==> src/rtl/temporizador_regressivo.sv <==
// BCD countdown timer, 00:00 to 59:99 (seconds:hundredths).
// Loadable preset, pause/resume, one-cycle done pulse and timed blinking alarm.
module temporizador_regressivo #(
    parameter int ALARM_HALF_PERIOD = 25,
    parameter int ALARM_DURATION    = 300
) (
    input  logic       clk_100hz,
    input  logic       reset,
    input  logic       load,
    input  logic       start,
    input  logic       pause,
    input  logic [3:0] preset_s_dezena,
    input  logic [3:0] preset_s_unidade,
    input  logic [3:0] preset_cs_dezena,
    input  logic [3:0] preset_cs_unidade,
    output logic [3:0] s_dezena,
    output logic [3:0] s_unidade,
    output logic [3:0] cs_dezena,
    output logic [3:0] cs_unidade,
    output logic       running,
    output logic       done,
    output logic       alarm
);

    localparam int HW = (ALARM_HALF_PERIOD > 1) ? $clog2(ALARM_HALF_PERIOD) : 1;
    localparam int DW = (ALARM_DURATION > 1) ? $clog2(ALARM_DURATION) : 1;
    localparam logic [HW-1:0] HALF_LAST = HW'(ALARM_HALF_PERIOD - 1);
    localparam logic [DW-1:0] DUR_LAST  = DW'(ALARM_DURATION - 1);

    typedef enum logic [1:0] {
        IDLE,
        RUNNING,
        PAUSED,
        EXPIRED
    } state_t;

    state_t state_q, state_d;

    logic [3:0] sd_q, sd_d;
    logic [3:0] su_q, su_d;
    logic [3:0] cd_q, cd_d;
    logic [3:0] cu_q, cu_d;
    logic       running_q, running_d;
    logic       done_q, done_d;
    logic       alarm_q, alarm_d;
    logic [HW-1:0] half_q, half_d;
    logic [DW-1:0] dur_q, dur_d;

    logic [3:0] p_sd, p_su, p_cd, p_cu;
    logic [3:0] dec_sd, dec_su, dec_cd, dec_cu;
    logic       b0, b1, b2;
    logic       cnt_zero, dec_zero;
    logic       go, hold, ack;

    // Clamp preset digits into the displayable range.
    always_comb begin
        p_sd = (preset_s_dezena   > 4'd5) ? 4'd5 : preset_s_dezena;
        p_su = (preset_s_unidade  > 4'd9) ? 4'd9 : preset_s_unidade;
        p_cd = (preset_cs_dezena  > 4'd9) ? 4'd9 : preset_cs_dezena;
        p_cu = (preset_cs_unidade > 4'd9) ? 4'd9 : preset_cs_unidade;
    end

    // One-step BCD decrement with the borrow chain; never wraps below 00:00.
    always_comb begin
        b0     = (cu_q == 4'd0);
        dec_cu = b0 ? 4'd9 : cu_q - 4'd1;
        b1     = b0 && (cd_q == 4'd0);
        dec_cd = b0 ? ((cd_q == 4'd0) ? 4'd9 : cd_q - 4'd1) : cd_q;
        b2     = b1 && (su_q == 4'd0);
        dec_su = b1 ? ((su_q == 4'd0) ? 4'd9 : su_q - 4'd1) : su_q;
        dec_sd = (b2 && sd_q != 4'd0) ? sd_q - 4'd1 : sd_q;
        cnt_zero = ({sd_q, su_q, cd_q, cu_q} == 16'd0);
        dec_zero = ({dec_sd, dec_su, dec_cd, dec_cu} == 16'd0);
    end

    // Next-state logic: load dominates, start+pause together cancel out.
    always_comb begin
        go      = start & ~pause;
        hold    = pause & ~start;
        ack     = start ^ pause;
        state_d = state_q;
        sd_d    = sd_q;
        su_d    = su_q;
        cd_d    = cd_q;
        cu_d    = cu_q;
        done_d  = 1'b0;
        alarm_d = alarm_q;
        half_d  = half_q;
        dur_d   = dur_q;
        if (load) begin
            sd_d    = p_sd;
            su_d    = p_su;
            cd_d    = p_cd;
            cu_d    = p_cu;
            state_d = IDLE;
            alarm_d = 1'b0;
            half_d  = '0;
            dur_d   = '0;
        end else begin
            unique case (state_q)
                IDLE: begin
                    if (go && !cnt_zero) state_d = RUNNING;
                end
                RUNNING: begin
                    if (hold) begin
                        state_d = PAUSED;
                    end else begin
                        sd_d = dec_sd;
                        su_d = dec_su;
                        cd_d = dec_cd;
                        cu_d = dec_cu;
                        if (dec_zero) begin
                            state_d = EXPIRED;
                            done_d  = 1'b1;
                            alarm_d = 1'b1;
                            half_d  = '0;
                            dur_d   = '0;
                        end
                    end
                end
                PAUSED: begin
                    if (go) state_d = RUNNING;
                end
                EXPIRED: begin
                    if (ack || dur_q == DUR_LAST) begin
                        state_d = IDLE;
                        alarm_d = 1'b0;
                        half_d  = '0;
                        dur_d   = '0;
                    end else begin
                        dur_d = dur_q + 1'b1;
                        if (half_q == HALF_LAST) begin
                            half_d  = '0;
                            alarm_d = ~alarm_q;
                        end else begin
                            half_d = half_q + 1'b1;
                        end
                    end
                end
                default: state_d = IDLE;
            endcase
        end
        running_d = (state_d == RUNNING);
    end

    // State, count, flags and alarm timers; async active-low clear.
    always_ff @(posedge clk_100hz or negedge reset) begin
        if (!reset) begin
            state_q   <= IDLE;
            sd_q      <= 4'd0;
            su_q      <= 4'd0;
            cd_q      <= 4'd0;
            cu_q      <= 4'd0;
            running_q <= 1'b0;
            done_q    <= 1'b0;
            alarm_q   <= 1'b0;
            half_q    <= '0;
            dur_q     <= '0;
        end else begin
            state_q   <= state_d;
            sd_q      <= sd_d;
            su_q      <= su_d;
            cd_q      <= cd_d;
            cu_q      <= cu_d;
            running_q <= running_d;
            done_q    <= done_d;
            alarm_q   <= alarm_d;
            half_q    <= half_d;
            dur_q     <= dur_d;
        end
    end

    assign s_dezena   = sd_q;
    assign s_unidade  = su_q;
    assign cs_dezena  = cd_q;
    assign cs_unidade = cu_q;
    assign running    = running_q;
    assign done       = done_q;
    assign alarm      = alarm_q;

endmodule

==> config.mk <==
export PLATFORM = sky130hd
export DESIGN_NAME = temporizador_regressivo
export DESIGN_NICKNAME = d
export VERILOG_FILES = /design/src/rtl/temporizador_regressivo.sv
export SDC_FILE = /design/constraint.sdc
export NUM_CORES = 1
export LEC_CHECK = 0
export BUFFER_PORTS_ARGS = -buffer_cell sky130_fd_sc_hd__buf_4
export CORE_UTILIZATION = 40
export CTS_BUF_LIST = sky130_fd_sc_hd__clkbuf_4 sky130_fd_sc_hd__clkbuf_8
export CTS_CLUSTER_DIAMETER = 50
export CTS_CLUSTER_SIZE = 40
export DETAILED_ROUTE_END_ITERATION = 6
export PLACE_DENSITY_LB_ADDON = 0.25
export RECOVER_POWER = 100
export SYNTH_ARGS = -nofsm -noshare
export SYNTH_HDL_FRONTEND = slang
export SYNTH_SLANG_ARGS = --single-unit
==> constraint.sdc <==
create_clock -name clk_100hz -period 1.86 [get_ports clk_100hz]
set_input_delay 0.558 -clock clk_100hz [delete_from_list [all_inputs] [get_ports clk_100hz]]
set_output_delay 0.558 -clock clk_100hz [all_outputs]
set_load 0.01 [all_outputs]
Yosys cells after proc, flatten, opt, wreduce, memory -nomap -nowiden --
Index checks and enable logic that the tools add are counted.
Storage, ports and cells: bits of input ports 21, logic and storage cells 104, flip-flop bits (word level) 35
Operators by class: eq/ne operators 10, reduce and logical (&&, ||, !) cells 18, magnitude comparators 4, bitwise logic cells 6, $add $sub $neg 6, mux-type cells 50
Operators with widths (number):
- 2-to-1 mux 4 bit | 22
- 2-to-1 mux 9 bit | 4
- logical NOT 16 bit | 2
- 2-to-1 mux 5 bit | 5
- one-hot mux 9 bit (2 select lines) | 1
- subtractor 4 x 1 -> 4 bit, second input constant | 4
- greater-than comparator 4 bit, second input constant | 3
- logical NOT 4 bit | 3
- 2-to-1 mux 2 bit | 6
- one-hot mux 5 bit (2 select lines) | 1
- adder 9 x 1 -> 9 bit, second input constant | 1
- == test 9 bit, second input constant | 1
- 2-to-1 mux 1 bit | 9
- one-hot mux 2 bit (4 select lines) | 1
- != test 3 bit, second input constant | 2
- adder 5 x 1 -> 5 bit, second input constant | 1
- == test 5 bit, second input constant | 1
- == test 2 x 1 -> 1 bit, second input constant | 2
- == test 2 bit, second input constant | 2
- greater-than comparator 4 x 3 -> 1 bit, second input constant | 1
- logical AND 1 bit | 4
- != test 4 bit, second input constant | 1
- AND reduction 4 bit | 1
- nonzero test 4 bit | 1
- 12 further kinds | 15

Logic depth before layout (Yosys ltp) --
Gate-level depths: netlist (run 1).
depth after elaboration 11, mapped depth 8

Worst setup path before layout (run 1) --
No wires, ideal clock.
path kind reg2reg, start register cu_q[1] (netlist: cs_unidade[1]), end register sd_q[1] (netlist: s_dezena[1]), path buffers 0, path slack -209 ps, cell stages (with the launch flop) 6, arrival 1968 ps, data required time 1759 ps, period minus slack after synthesis 2069 ps, cells stage by stage dfrtp_1 or4_4 nor4b_2 and2_2 mux2_1 o32ai_1
On the way: cells in the longest elaborated chain, start to end 8
RTL lines:
- from (decl) | RTL line 42 | logic [3:0] cu_q, cu_d;
- from (signal assigned) | RTL line 164 | cu_q <= cu_d;
- logical NOT 4 bit | RTL line 65 | b0 = (cu_q == 4'd0);
- logical AND 1 bit | RTL line 67 | b1 = b0 && (cd_q == 4'd0);
- logical AND 1 bit | RTL line 69 | b2 = b1 && (su_q == 4'd0);
- logical AND 1 bit | RTL line 71 | dec_sd = (b2 && sd_q != 4'd0) ? sd_q - 4'd1 : sd_q;
- 2-to-1 mux 4 bit | RTL line 71
- 2-to-1 mux 4 bit | RTL line 105 | if (hold) begin
- 2-to-1 mux 4 bit | RTL line 100 | unique case (state_q)
- 2-to-1 mux 4 bit | RTL line 90 | if (load) begin
- to (signal assigned) | RTL line 150 | sd_q <= 4'd0;
- to (signal assigned) | RTL line 161 | sd_q <= sd_d;
- to (decl) | RTL line 39 | logic [3:0] sd_q, sd_d;
Every way passes these cells. The select of a mux whose other input is x is not followed. A chain may end at the register's enable or synchronous reset.

Final worst setup path (run 1) --
start register cu_q[3] (netlist: cs_unidade[3]), end register sd_q[1] (netlist: s_dezena[1])
Same word-level chain as after synthesis.

==> results.txt, run 1 <==
----------------------------------------------------
[Yosys]
  Mapped Nets ... 251
  Total of warnings raised by yosys ... 0
  EDFF count, synth ... 0
  Cell count after synthesis ... 224
  Share of synthesized registers carrying an async set or reset ... 100%
  Number of register bits inferred by synthesis ... 35
  Main flop type after synthesis ... sky130_fd_sc_hd__dfrtp_1
  Sequential cell area fraction in the yosys report ... 41.0%
  Top cells by area, synth ... sky130_fd_sc_hd__dfrtp_1, sky130_fd_sc_hd__o21ai_0, sky130_fd_sc_hd__ha_1
  Largest area contributor in the netlist ... sky130_fd_sc_hd__dfrtp_1
  Mapped Area ... 2140 µm²
  Number of distinct library cells after synthesis ... 57
  Share of Yosys cell area claimed by the top area cell type ... 41.0%
  Avg Inst Size Synth ... 9.55 µm²

[Cells and area]
  Non-filler cells in the finished layout ... 377
  Fraction of layout instances using a drive strength above 1 ... 32.9%
  Most common cell after layout, fill and taps aside ... sky130_fd_sc_hd__buf_4
  Number of antenna diodes ... 0
  Number of nets in the final layout ... 334
  Commonest cells after routing, fill and taps aside ... sky130_fd_sc_hd__buf_4, sky130_fd_sc_hd__dfrtp_1, sky130_fd_sc_hd__nand2_1, sky130_fd_sc_hd__clkbuf_1, sky130_fd_sc_hd__o21ai_0
  Area added between synthesis and finish ... 37.4%

[Power and ir drop]
  Gate power share ... 21.0%
  Pwr/cell area ... 599 nW/µm²
  Max IR drop VDD ... 342 µV
  Reported leakage power ... 1.36 nW
  Total internal power ... 1.26 mW
  Net Switching ... 0.497 mW
  Sequential cell fraction of total power ... 46.4%
  Switching part of the total power ... 28.3%
  Clock group share of total power ... 32.7%

[Worst setup path]
  WS Path Type ... flop to flop
  Element type at the critical path end ... flop
  Biggest fanout along the worst timing path ... 4
  Worst path slowest cell ... sky130_fd_sc_hd__or4_4
  Setup crit start kind ... flop
  Cell breakdown of the critical path ... or4_4 -> nor4b_4 -> and2_4 -> mux2_4 -> o32ai_2
  Maximum single-stage delay on the critical path ... 0.59 ns
  Data arrival time of the critical path ... 2.15 ns
  Required arrival time at the worst endpoint ... 2.06 ns

[STA]
  Crit path time final ... 1.95 ns
  Worst-margin pin slew ... 0.907 ns
  Final Max Tran Viols ... 0
  Normalized max-slew margin ... 39.5%
  Clk_skew ... 0.0109 ns
  Least setup slack across all paths after layout ... -0.0860 ns
  Setup violations, final ... 11
  Setup repair after global routing missed its margin ... yes
  Final period utilization ... 105%
  FMAX ... 514 MHz
  Count of final hold-check violations ... 0

[Clocking]
  Number of buffers inserted for hold repair after clock tree synthesis ... 0
  Clock Tree Buf Depth ... 2
  Clock-pin transition on the worst setup and hold timing paths ... 0.08 ns
  Clock net sink count ... 35
  Insertion delay to the later sink of the worst-skew pair ... 0.29 ns
  TritonCTS buffer count ... 5
  Maximum level of the CTS H-tree ... 2
  Clock root buffer ... sky130_fd_sc_hd__clkbuf_8
  TritonCTS clock tree ... yes

[Drt]
  Total vias in the final route ... 2,010
  Final routed DRC violation total ... 0
  Vias per std cell ... 5.33
  Wire length after detailed routing ... 5190 µm
  DRC marker count from the first detailed-route iteration ... 53
  Antenna-violating nets left ... 0
  Number of optimization iterations in the first detailed-route pass ... 4
  Per-cell routed wire length ... 13.8 µm

[Floorplan]
  Initial Utilization ... 41.6%
  Area of the placeable core ... 5140 µm²
  Chip Height ... 75.1 µm
  Row count ... 26
  Floorplan die area ... 5640 µm²
  Die width ... 75.1 µm
  I/O pin count ... 40

[Placement]
  Gpl congestion ... 0.854
  Count of buffers inserted at the top-level ports ... 39
  Cell total after placement ... 364
  Post-detailed-placement half-perimeter wirelength ... 3670 µm
  Post-Place Worst Slack ... -0.209 ns

[Global route]
  Initial antenna violation count ... 0
  Global Route Usage Sum ... 20.6%
  Pin count of the biggest net entering global routing ... 36
  GR Overflow Total ... 0
  First-pass GRT wire length ... 8630 µm
  Number of global-route vias before repair ... 1,888

[Status]
  Status ... finished, violations left
  Failing checks ... negative setup slack

[Hold path]
  Class of the tightest hold or removal check ... primary input to async pin

[Run]
  Max-cap violation count ... 0

----------------------------------------------------
## power by group through the flow
stage | Sequential, mW | Combinational (mW) | Clock, mW
2_1_floorplan | 0.862 | 0.133 | 0
3_3_place_gp | 0.831 | 0.362 | 0
3_5_place_dp | 0.831 | 0.363 | 0
4_1_cts | 0.817 | 0.378 | 0.590
5_1_grt | 0.819 | 0.408 | 0.623
6_report | 0.815 | 0.369 | 0.575
## synth_stat cells (3+ instances only)
library cell and count:
sky130_fd_sc_hd__o21ai_1 5, sky130_fd_sc_hd__nor3_1 9, sky130_fd_sc_hd__ha_1 6, sky130_fd_sc_hd__and3_1 6
sky130_fd_sc_hd__o22ai_1 4, sky130_fd_sc_hd__nor2_1 15, sky130_fd_sc_hd__nand2_1 18, sky130_fd_sc_hd__a21oi_1 7
sky130_fd_sc_hd__dfrtp_1 35, sky130_fd_sc_hd__a22o_1 3, sky130_fd_sc_hd__nand3_1 9, sky130_fd_sc_hd__o21a_1 4
sky130_fd_sc_hd__xor2_1 3, sky130_fd_sc_hd__a211o_1 6, sky130_fd_sc_hd__a21o_1 3, sky130_fd_sc_hd__clkbuf_1 5
sky130_fd_sc_hd__xnor2_1 7, sky130_fd_sc_hd__inv_1 10, sky130_fd_sc_hd__o2bb2ai_1 3, sky130_fd_sc_hd__o21ai_0 16
## critical path: cells and delay by family (launching register included)
family | cells | cell delay (ns)
simple gates | 3 | 1.09
flops | 1 | 0.38
mux | 1 | 0.30
compound gates | 1 | 0.09
## path summary, 6_finish.rpt
| kind | from | end | slack [ns] | cells past startpoint |
|---|---|---|---|---|
| worst min-delay path | reset | dur_q[5] | 0.39 | 1 |
| min in group clk_100hz | preset_s_unidade[3] | s_unidade[1] | 0.46 | 2 |
| max in group asynchronous | reset | cs_dezena[0] | 0.84 | 1 |
| worst max-delay path | cs_unidade[3] | s_dezena[1] | -0.09 | 5 |
| worst min register to register | dur_q[0] | dur_q[0] | 0.52 | 1 |
| worst max register to register | cs_unidade[3] | s_dezena[1] | -0.09 | 5 |
## sequential cells by signal, indices dropped and copies added (netlist names)
signal / count
s_dezena: 4
cs_dezena: 4
dur_q: 9
alarm: 1
state_q: 2
half_q: 5
s_unidade: 4
done: 1
cs_unidade: 4
running: 1
## per-layer routing
layer	global-route usage [%]	up-vias	share of wire, %
li1	-	1001	-
met1	27.0	960	46
met2	33.7	41	49
met3	5.35	8	3.8
met4	5.66	0	1.3
met5	0	-	0
## layout make-up
type	count	area, µm²
Sequential cell	35	878
Clock inverter	1	5.00
Timing Repair Buffer	83	553
Inverter	10	37.5
Fill cell	535	2200
Clock buffer	6	82.6
Tap cell	70	87.6
Multi-Input combinational cell	172	1290
## kinds of logic (layout without fill, tap and decap cells)
logic type               after synthesis  count (layout)  synth area share [%]
adder cells (fa/ha/maj)                6               6                  3.51
AND/OR/NAND/NOR                       90              91                  26.9
flip-flops                            35              35                  41.0
XOR/XNOR                              10              10                  4.10
multiplexers                           3               3                  1.46
buffers and inverters                 18             100                  3.63
AO/OA/AOI/OAI                         62              62                  19.4
## stage by stage
step           power [mW]  hold slack, ns  util [%]  cell area [µm²]  setup TNS (ns)
6_report             1.76           0.386      57.2             2940          -0.523
5_1_grt              1.85           0.451      57.2             2940           -1.62
4_1_cts              1.78           0.226      57.6             2960          -0.510
3_5_place_dp         1.19           0.511      54.6             2810           -3.02
3_3_place_gp         1.19           0.508      54.6             2810           -2.72
2_1_floorplan       0.996           0.262         -             2180          -0.713
## timing repair
item / CTS / global route
cloned: 1 / 0
buffers inserted: 3 / 2
gates resized for setup: 6 / 12
pin swaps: 7 / 8
endpoints found under the setup margin: 16 / 21
Power figures use the tool's default switching activity.
==> run 2: changes to the inputs <==
--- a/config.mk
+++ b/config.mk
@@ -11,5 +11,3 @@
 export CTS_CLUSTER_DIAMETER = 50
-export CTS_CLUSTER_SIZE = 40
 export DETAILED_ROUTE_END_ITERATION = 6
-export PLACE_DENSITY_LB_ADDON = 0.25
 export RECOVER_POWER = 100
==> constraint.sdc (replaced) <==
create_clock -name clk_100hz -period 1.86 [get_ports clk_100hz]
set_input_delay 0.372 -clock clk_100hz [delete_from_list [all_inputs] [get_ports clk_100hz]]
set_output_delay 0.372 -clock clk_100hz [all_outputs]
set_load 0.01 [all_outputs]
==> run 2 against run 1 <==
The run still ends with negative setup slack left; global-route usage down 0.60 points; combinational power down 6.8%; clock skew up 0.0019 ns; critical path depth unchanged; hold slack worse by 0.19 ns; sequential cell count unchanged; largest cell class unchanged.
==> results.txt, run 2 (synthesis gave the netlist of run 1 again) <==
----------------------------------------------------
[Status]
  Status ... finished, violations left
  Failing checks ... negative setup slack

[STA]
  Crit path time final ... 1.94 ns (-0.00232 ns)
  Final Max Tran Viols ... 0 (unchanged)
  Setup violations, final ... 10 (-1)
  Setup repair after global routing missed its margin ... yes
  Count of final hold-check violations ... 0 (unchanged)
  Least setup slack across all paths after layout ... -0.0837 ns (+0.00232 ns)
  Clk_skew ... 0.0128 ns (+0.00193 ns)
  Final period utilization ... 104% (-0.12 points)
  Worst-margin pin slew ... 0.898 ns (-0.00981 ns)
  Normalized max-slew margin ... 40.2% (+0.65 points)
  FMAX ... 514 MHz (+0.12%)

[Power and ir drop]
  Design Power ... 1.72 mW (-2.0%)
  Pwr/cell area ... 606 nW/µm² (+1.2%)
  Max IR drop VDD ... 435 µV (+27%)
  Reported leakage power ... 1.30 nW (-4.6%)

[Worst setup path]
  Worst reg2reg startpoint ... cs_unidade[2]
  Worst path slowest cell ... sky130_fd_sc_hd__or4_4
  WS Path Type ... flop to flop
  Maximum single-stage delay on the critical path ... 0.60 ns (about the same)
  Setup crit start kind ... flop
  Biggest fanout along the worst timing path ... 4 (unchanged)
  Register-to-Register Path Depth ... 5 (unchanged)
  Cell breakdown of the critical path ... or4_4 -> nor4b_4 -> and2_4 -> mux2_4 -> o32ai_4
  Buffers and inverters on the worst path ... 0 (unchanged)
  Critical path launch point ... cs_unidade[2]
  Element type at the critical path end ... flop
  Crit-path leading delay family ... simple AND/OR/NAND/NOR gates
  Required arrival time at the worst endpoint ... 2.05 ns (about the same)
  Data arrival time of the critical path ... 2.13 ns (-0.02 ns)
  Cell depth of the worst setup path ... 5 (unchanged)

[Drt]
  Wire length after detailed routing ... 5210 µm (+0.33%)
  Number of optimization iterations in the first detailed-route pass ... 4 (unchanged)
  Vias per std cell ... 5.36 (+0.60%)
  Antenna-violating nets left ... 0 (unchanged)
  DRC marker count from the first detailed-route iteration ... 66 (+25%)
  Per-cell routed wire length ... 14.2 µm (+3.3%)
  Total vias in the final route ... 1,963 (-2.3%)
  Final routed DRC violation total ... 0 (unchanged)

[Clocking]
  Clock-pin transition on the worst setup and hold timing paths ... 0.08 ns (about the same)
  Clock Tree Buf Depth ... 2 (unchanged)
  TritonCTS clock tree ... yes
  Insertion delay to the later sink of the worst-skew pair ... 0.29 ns (about the same)
  Maximum level of the CTS H-tree ... 2 (unchanged)
  Clock net sink count ... 35 (unchanged)
  Clock root buffer ... sky130_fd_sc_hd__clkbuf_8
  TritonCTS buffer count ... 5 (unchanged)

[Cells and area]
  Most common cell after layout, fill and taps aside ... sky130_fd_sc_hd__buf_4
  Number of antenna diodes ... 0 (unchanged)
  Final design area excluding fillers ... 2850 µm² (-3.1%)
  Flip-flop count of the largest register after layout ... 9 (unchanged)
  Fraction of layout instances using a drive strength above 1 ... 30.1% (-2.8 points)
  Area added between synthesis and finish ... 33.1%
  Filler Cells Inserted ... 553 (+3.4%)
  Number of nets in the final layout ... 323 (-3.3%)
  FF/Latch Area ... 880 µm² (+0.14%)
  Top register by number of flip-flops ... dur_q
  Multi-input logic area ... 1280 µm² (-0.77%)
  Largest registers ... dur_q x9, half_q x5
  Commonest cells after routing, fill and taps aside ... sky130_fd_sc_hd__buf_4, sky130_fd_sc_hd__dfrtp_1, sky130_fd_sc_hd__clkbuf_1, sky130_fd_sc_hd__nand2_1, sky130_fd_sc_hd__nor2_1

[Global route]
  Pin count of the biggest net entering global routing ... 36 (unchanged)
  Number of global-route vias before repair ... 1,815 (-3.9%)
  Global Route Usage Sum ... 20.0% (-0.60 points)
  First-pass GRT wire length ... 8490 µm (-1.6%)
  Initial antenna violation count ... 0 (unchanged)
  GR Overflow Total ... 0 (unchanged)

[Placement]
  Post-detailed-placement half-perimeter wirelength ... 3790 µm (+3.3%)
  Count of buffers inserted at the top-level ports ... 39 (unchanged)
  Placement Cell Area ... 2740 µm² (-2.4%)
  Gpl congestion ... 0.785 (-8.1%)
  Post-Place Worst Slack ... -0.173 ns (+0.0364 ns)

[Floorplan]
  Die width ... 75.1 µm (unchanged)
  Area of the placeable core ... 5140 µm² (unchanged)
  I/O pin count ... 40 (unchanged)
  Initial Utilization ... 41.6% (unchanged)
  Floorplan die area ... 5640 µm² (unchanged)
  Chip Height ... 75.1 µm (unchanged)
  Row count ... 26 (unchanged)

[Run]
  Max-cap violation count ... 0 (unchanged)

[Hold path]
  Class of the tightest hold or removal check ... primary input to async pin

----------------------------------------------------
==> run 2: repair_timing <==
action	in CTS	in global routing
cloned	1	0
hold buffers	0	0
setup endpoints to repair	13	24
hold endpoints to repair	0	0
gates resized for setup	8	12
pin swaps	10	5
buffers inserted	1	0
==> run 2: worst paths after layout <==
path | to | slack [ns]
worst min register to register | dur_q[0] | 0.52
worst max-delay path | s_dezena[1] | -0.08
min in group clk_100hz | s_unidade[1] | 0.28
max in group asynchronous | cs_dezena[0] | 1.03
worst min-delay path | dur_q[4] | 0.20
worst max register to register | s_dezena[1] | -0.08
==> run 2: stage by stage <==
step,instances,utilization (%),setup TNS (ns),hold slack (ns)
after floorplan,224,-,-0.577,0.0764
after global placement,358,53.4,-0.452,0.355
after detailed placement,358,53.4,-0.842,0.356
after CTS,366,56.1,-0.384,0.0417
after global routing,366,55.4,-1.57,0.273
final,366,55.4,-0.377,0.196
==> run 2: layer usage <==
metal | share of wire, % | vias up | track usage, % | routed length, µm
met5 | 0 | - | 0 | 0
met4 | 0.36 | 0 | 3.77 | 19
met3 | 3.2 | 2 | 4.28 | 165
met2 | 51 | 31 | 34.3 | 2650
met1 | 46 | 959 | 26.1 | 2380
li1 | - | 971 | - | -
==> run 2: where the power goes <==
| part | internal [mW] | switching (mW) |
|---|---|---|
| Clock | 0.291 | 0.273 |
| Combinational | 0.164 | 0.179 |
| Sequential | 0.792 | 0.0252 |
==> run 2: layout make-up <==
cell class | count | share of cell area, %
Clock buffer | 6 | 2.90
Clock inverter | 1 | 0.176
Inverter | 10 | 1.32
Multi-Input combinational cell | 172 | 45.1
Sequential cell | 35 | 30.9
Tap cell | 70 | 3.08
Timing Repair Buffer | 72 | 16.5
